File: src/rtl/systolic_feeder_if.sv
// systolic_feeder_if: operand load, sequence control and skewed PE stream bundle
interface systolic_feeder_if #(
    parameter int N = 2,
    parameter int WIDTH = 8
);
    localparam int AW = $clog2(N * N);
    logic                    load_en;
    logic                    load_sel;
    logic [AW-1:0]           load_addr;
    logic signed [WIDTH-1:0] load_data;
    logic                    start;
    logic                    busy;
    logic                    done;
    logic                    clear_out;
    logic                    a_valid;
    logic [N*WIDTH-1:0]      a_data;
    logic [N*WIDTH-1:0]      b_data;
    modport master (
        output load_en, load_sel, load_addr, load_data, start,
        input  busy, done, clear_out, a_valid, a_data, b_data
    );
    modport slave (
        input  load_en, load_sel, load_addr, load_data, start,
        output busy, done, clear_out, a_valid, a_data, b_data
    );
endinterface

File: src/rtl/systolic_feeder.sv
// systolic_feeder: holds an NxN operand pair and streams skewed rows/cols into a PE grid
module systolic_feeder #(
    parameter int N = 2,
    parameter int WIDTH = 8
) (
    input logic clk,
    input logic rst,
    systolic_feeder_if.slave bus
);
    localparam int AW = $clog2(N * N);
    localparam int CW = $clog2(2 * N);
    localparam logic [AW:0] CELLS = (AW + 1)'(N * N);
    typedef enum logic [2:0] {IDLE, CLEAR, FEED, DRAIN, DONE} state_t;
    state_t state, state_n;
    logic [CW-1:0] cnt, cnt_n;
    logic [N*N-1:0][WIDTH-1:0] a_mem, b_mem;
    logic [N-1:0][WIDTH-1:0] a_n, b_n;
    logic wr_ok;
    assign wr_ok = bus.load_en && (state == IDLE || state == DONE) && {1'b0, bus.load_addr} < CELLS;
    assign state_n = state == IDLE  ? (bus.start ? CLEAR : IDLE) :
                     state == CLEAR ? FEED :
                     state == FEED  ? (cnt == CW'(2 * N - 2) ? DRAIN : FEED) :
                     state == DRAIN ? (cnt == CW'(N - 2) ? DONE : DRAIN) : IDLE;
    assign cnt_n = (state_n == state && state != IDLE) ? cnt + 1'b1 : '0;
    // Outputs are registered from next-state values, so slice t uses the step it is entering.
    always_comb begin
        a_n = '0;
        b_n = '0;
        if (state_n == FEED)
            for (int i = 0; i < N; i++)
                for (int j = 0; j < N; j++)
                    if (int'(cnt_n) == i + j) begin
                        a_n[i] = a_mem[i*N+j];
                        b_n[j] = b_mem[i*N+j];
                    end
    end
    always_ff @(posedge clk) begin
        if (rst) begin
            state         <= IDLE;
            cnt           <= '0;
            a_mem         <= '0;
            b_mem         <= '0;
            bus.busy      <= 1'b0;
            bus.done      <= 1'b0;
            bus.clear_out <= 1'b0;
            bus.a_valid   <= 1'b0;
            bus.a_data    <= '0;
            bus.b_data    <= '0;
        end else begin
            state <= state_n;
            cnt   <= cnt_n;
            if (wr_ok && !bus.load_sel) a_mem[bus.load_addr] <= bus.load_data;
            if (wr_ok && bus.load_sel) b_mem[bus.load_addr] <= bus.load_data;
            bus.busy      <= state_n inside {CLEAR, FEED, DRAIN};
            bus.done      <= state_n == DONE;
            bus.clear_out <= state_n == CLEAR;
            bus.a_valid   <= state_n == FEED;
            bus.a_data    <= a_n;
            bus.b_data    <= b_n;
        end
    end
endmodule

File: src/flat_wrapper.sv
// flat-port wrapper written by rule: the top's interface ports become plain ports
module systolic_feeder_flat 
#(
    parameter int N = 2,
    parameter int WIDTH = 8
)
  (clk, rst, bus_load_en, bus_load_sel, bus_load_addr, bus_load_data, bus_start, bus_busy, bus_done, bus_clear_out, bus_a_valid, bus_a_data, bus_b_data);
  systolic_feeder_if #(.N(N), .WIDTH(WIDTH)) bus_i ();
  input logic clk;
  input logic rst;
  input wire logic [$bits(bus_i.load_en)-1:0] bus_load_en;
  input wire logic [$bits(bus_i.load_sel)-1:0] bus_load_sel;
  input wire logic [$bits(bus_i.load_addr)-1:0] bus_load_addr;
  input wire logic [$bits(bus_i.load_data)-1:0] bus_load_data;
  input wire logic [$bits(bus_i.start)-1:0] bus_start;
  output wire logic [$bits(bus_i.busy)-1:0] bus_busy;
  output wire logic [$bits(bus_i.done)-1:0] bus_done;
  output wire logic [$bits(bus_i.clear_out)-1:0] bus_clear_out;
  output wire logic [$bits(bus_i.a_valid)-1:0] bus_a_valid;
  output wire logic [$bits(bus_i.a_data)-1:0] bus_a_data;
  output wire logic [$bits(bus_i.b_data)-1:0] bus_b_data;
  assign bus_i.load_en = bus_load_en;
  assign bus_i.load_sel = bus_load_sel;
  assign bus_i.load_addr = bus_load_addr;
  assign bus_i.load_data = bus_load_data;
  assign bus_i.start = bus_start;
  assign bus_busy = bus_i.busy;
  assign bus_done = bus_i.done;
  assign bus_clear_out = bus_i.clear_out;
  assign bus_a_valid = bus_i.a_valid;
  assign bus_a_data = bus_i.a_data;
  assign bus_b_data = bus_i.b_data;
  systolic_feeder #(.N(N), .WIDTH(WIDTH)) u_core (.clk(clk), .rst(rst), .bus(bus_i));
endmodule
File: config.mk
export PLATFORM = sky130hd
export DESIGN_NAME = systolic_feeder_flat
export DESIGN_NICKNAME = d
export VERILOG_FILES = /design/src/rtl/systolic_feeder_if.sv /design/src/rtl/systolic_feeder.sv /design/src/flat_wrapper.sv
export SDC_FILE = /design/constraint.sdc
export NUM_CORES = 1
export LEC_CHECK = 0
export CORE_MARGIN = 1
export CORE_UTILIZATION = 31
export CTS_BUF_LIST = sky130_fd_sc_hd__clkbuf_4
export DETAILED_ROUTE_END_ITERATION = 7
export MAX_ROUTING_LAYER = met4
export PLACE_DENSITY = 0.54
export SLEW_MARGIN = 0
export SYNTH_ARGS = -nofsm -noshare
export SYNTH_HDL_FRONTEND = slang
export SYNTH_SLANG_ARGS = --single-unit
File: constraint.sdc
create_clock -name clk -period 2.8 [get_ports clk]
set_input_delay 0.42 -clock clk [delete_from_list [all_inputs] [get_ports clk]]
set_output_delay 0.42 -clock clk [all_outputs]
set_load 0.01 [all_outputs]
==> run metrics <==
Setup CP Type reg -> reg; CTS H-tree depth 3; most frequent cells in the layout dfxtp_1 (105), nand3_1 (81), a21oi_1 (80); CP Capture Type flop; Critical path buffers and inverters 1; worst-case clock skew 0.02243 ns; Final ANT Viol Nets 0; Synth area leader dfxtp_1; status completed; clk buf depth 2; reg2reg path depth 5; Fin. Hold Viols 0; Final Worst Setup Slack 0.4837 ns; Combinational Power Share 0.104; hold path cells 4; die height 118.5 microns; clock power share 0.300; initial core utilization 0.3177; grt ovf 0; crit-path max FO 16; Slew Viols, Final 0; relative slew slack 0.1680; Setup WS pre-CTS 0.4904 ns; synth unique cells 33; Syn Inst Count 479; cell area after layout 4813 sq um; diode count 0; Final Setup Violations 0; Synth Area per Inst approximately 9 sq um; Final Cycle Share 0.8272; Post-CTS Setup Inserts 0; post-synth top area share 0.4996; number of global-route vias before repair 3628; end of the worst register-to-register path u_core.bus.a_data[1]$_SDFF_PP0_; routed vias/inst 5.334; R2R Path Start u_core.cnt[0]$_SDFF_PP0_; Seq pwr share 0.596; Rows 42; FMAX 431.7 MHz; setup TNS 0 ns; final WL 11390 microns; via count 3606; Switching Fraction 0.2723; root buffer cell clkbuf_4; layout cell share with drive strength beyond 1 0.07000; worst-path cell with the longest stage delay nor2b_1; Nets 513; count of state elements after synthesis around 110; Num Clock Sinks 105; placed cell area 4686 sq um; Worst Tran Pin Value 1.245 ns; Layout Utilization 0.3635; worst hold-check path type in -> reg; crit start category flop; # fillers 1423; hold endpoint u_core.state[1]$_SDFF_PP0_; max-cap viol count 0; HP Start rst; FF/Latch Area 2102 sq um; 1st-iter DRT viols 283; leading cell type in the layout, fill and taps excluded dfxtp_1; Layout Area Growth over Synthesis 14.39%; RSZ-0062 raised after global routing false; pwr/cell area 537.5 nW/um^2; initial antenna violation count 0; total iterations of the first detailed-routing run 5; GRT Overall Usage 0.1745; largest cells by area after synthesis dfxtp_1 (50%), nand3_1 (9.6%), a21oi_1 (9.5%), o21ai_1 (7.6%), buf_6 (3.5%); maximum ir drop on the vdd rail 207.3 uV; CTS clk-pin slew, worst paths 0.16 ns; routability congestion estimate 0.7590; CP cell instances inv_1 -> ha_1 -> nor2b_1 -> o31ai_1 -> a21oi_1; pin count of the biggest net entering global routing 68; Synth Cell Area 4208 sq um; CTS buffer count 9; worst skew pair latency 0.48 ns; global-route wire length before repair 18510 microns; Top delay family on crit path simple AND/OR/NAND/NOR gates; slowest cell delay on critical path 0.97 ns; Syn Nets between 400 and 500; Ports just over 50; switching power total 704.5 uW; Seq/Total Area, Yosys 0.4996; R2R Setup Slk 0.48 ns; PortBufs 50; hold_buf cts 0; Ys Warns 0; internal power 1.883 mW; DP HPWL 7064 microns; Final min period roughly 2.3 ns; DRC 0; CTS tree built; die area roughly 14000 sq um; Leak Pwr 1.457 nW; Die Wd between 100 and 150 microns; core footprint 13240 sq um; CP Data Arrival Time 2.72 ns; required time of the critical path 3.21 ns; Post-CTS Resized 0; Routed WL per cell around 17 microns; area occupied by multi-input gates 1770 sq um
through the flow:
step / total power [mW] / std cells / hold WS [ns]
after floorplan: 1.770 / 479 / 0.4424
after global placement: 1.837 / 661 / 0.4532
after detailed placement: 1.842 / 661 / 0.4633
after CTS: 2.602 / 676 / 0.2594
after global routing: 2.694 / 676 / 0.3091
final: 2.587 / 676 / 0.2722
kinds of logic after synthesis:
family                     count (synthesis)  share of synthesized area
AOI/OAI and AO/OA                        179                     0.2334
and+or+nand+nor                          132                     0.1689
DFF                                      105                     0.4996
buffers and inverters                     59                    0.08326
muxes                                      2                   0.008919
adders and majority gates                  2                   0.005946
sequential cells by signal, indices dropped and copies added, names as in the netlist:
register and flops:
u_core.bus.busy 1, u_core.b_mem 32, u_core.a_mem 32, u_core.bus.a_data 16, u_core.bus.done 1, u_core.state 3
u_core.bus.b_data 16, u_core.bus.a_valid 1, u_core.cnt 2, u_core.bus.clear_out 1
worst register-to-register path, cell delays in order, from the launching register on:
cell     delay [ns]
dfxtp_1        0.48
inv_1          0.10
ha_1           0.38
nor2b_1        0.97
o31ai_1        0.12
a21oi_1        0.19
power by group through the flow:
stage	clock network, mW	registers (mW)	logic (mW)
2_1_floorplan	0	1.57	0.205
3_3_place_gp	0	1.57	0.264
3_5_place_dp	0	1.57	0.268
4_1_cts	0.791	1.54	0.270
5_1_grt	0.855	1.55	0.292
6_report	0.777	1.54	0.268
routing by layer:
metal / up-vias / share of wire / GRT usage
met5: - / 0 / -
met4: 0 / 0.024 / 0.08307
met3: 20 / 0.044 / 0.02751
met2: 96 / 0.48 / 0.2757
met1: 1754 / 0.45 / 0.2181
li1: 1736 / - / -
area by class of cell:
cell class                 instances  area share
sequential                       105      0.4367
multi-input combinational        315      0.3678
timing repair buffer              61      0.1201
tap                              176     0.04575
clock buffer                      11     0.01716
clock inverter                     4    0.009358
inverter                           4    0.003119
Yosys cell counts:
cell,count
dfxtp_1,105
nand3_1,81
a21oi_1,80
o21ai_1,64
nor2_1,24
buf_2,22
clkbuf_1,18
a22oi_1,16
o31ai_1,16
buf_6,13
nor2b_1,6
nand2_1,4
nor3_1,4
inv_1,3
nand2b_1,3
ha_1,2
nor4b_4,2
a21boi_0,1
and2_0,1
and2_1,1
buf_1,1
buf_4,1
inv_2,1
mux2_4,1
mux2i_4,1
nand3_2,1
nand4bb_1,1
nor3b_2,1
nor4bb_1,1
o21ai_0,1
o21ai_2,1
or2_1,1
or4b_4,1
how the worst max path moves through the flow:
stage                             startpoint                               end  slack [ns]  cells after the start
global placement    u_core.cnt[0]$_SDFF_PP0_  u_core.bus.b_data[14]$_SDFF_PP0_        0.56                      5
global route        u_core.cnt[0]$_SDFF_PP0_  u_core.bus.a_data[13]$_SDFF_PP0_        0.18                      5
floorplan           u_core.cnt[0]$_SDFF_PP0_  u_core.bus.a_data[12]$_SDFF_PP0_        1.10                      6
CTS                 u_core.cnt[0]$_SDFF_PP0_  u_core.bus.b_data[10]$_SDFF_PP0_        0.45                      5
detailed placement  u_core.cnt[0]$_SDFF_PP0_  u_core.bus.b_data[12]$_SDFF_PP0_        0.49                      5
finish              u_core.cnt[0]$_SDFF_PP0_   u_core.bus.a_data[1]$_SDFF_PP0_        0.48                      5
(Power assumes the default switching activity.)
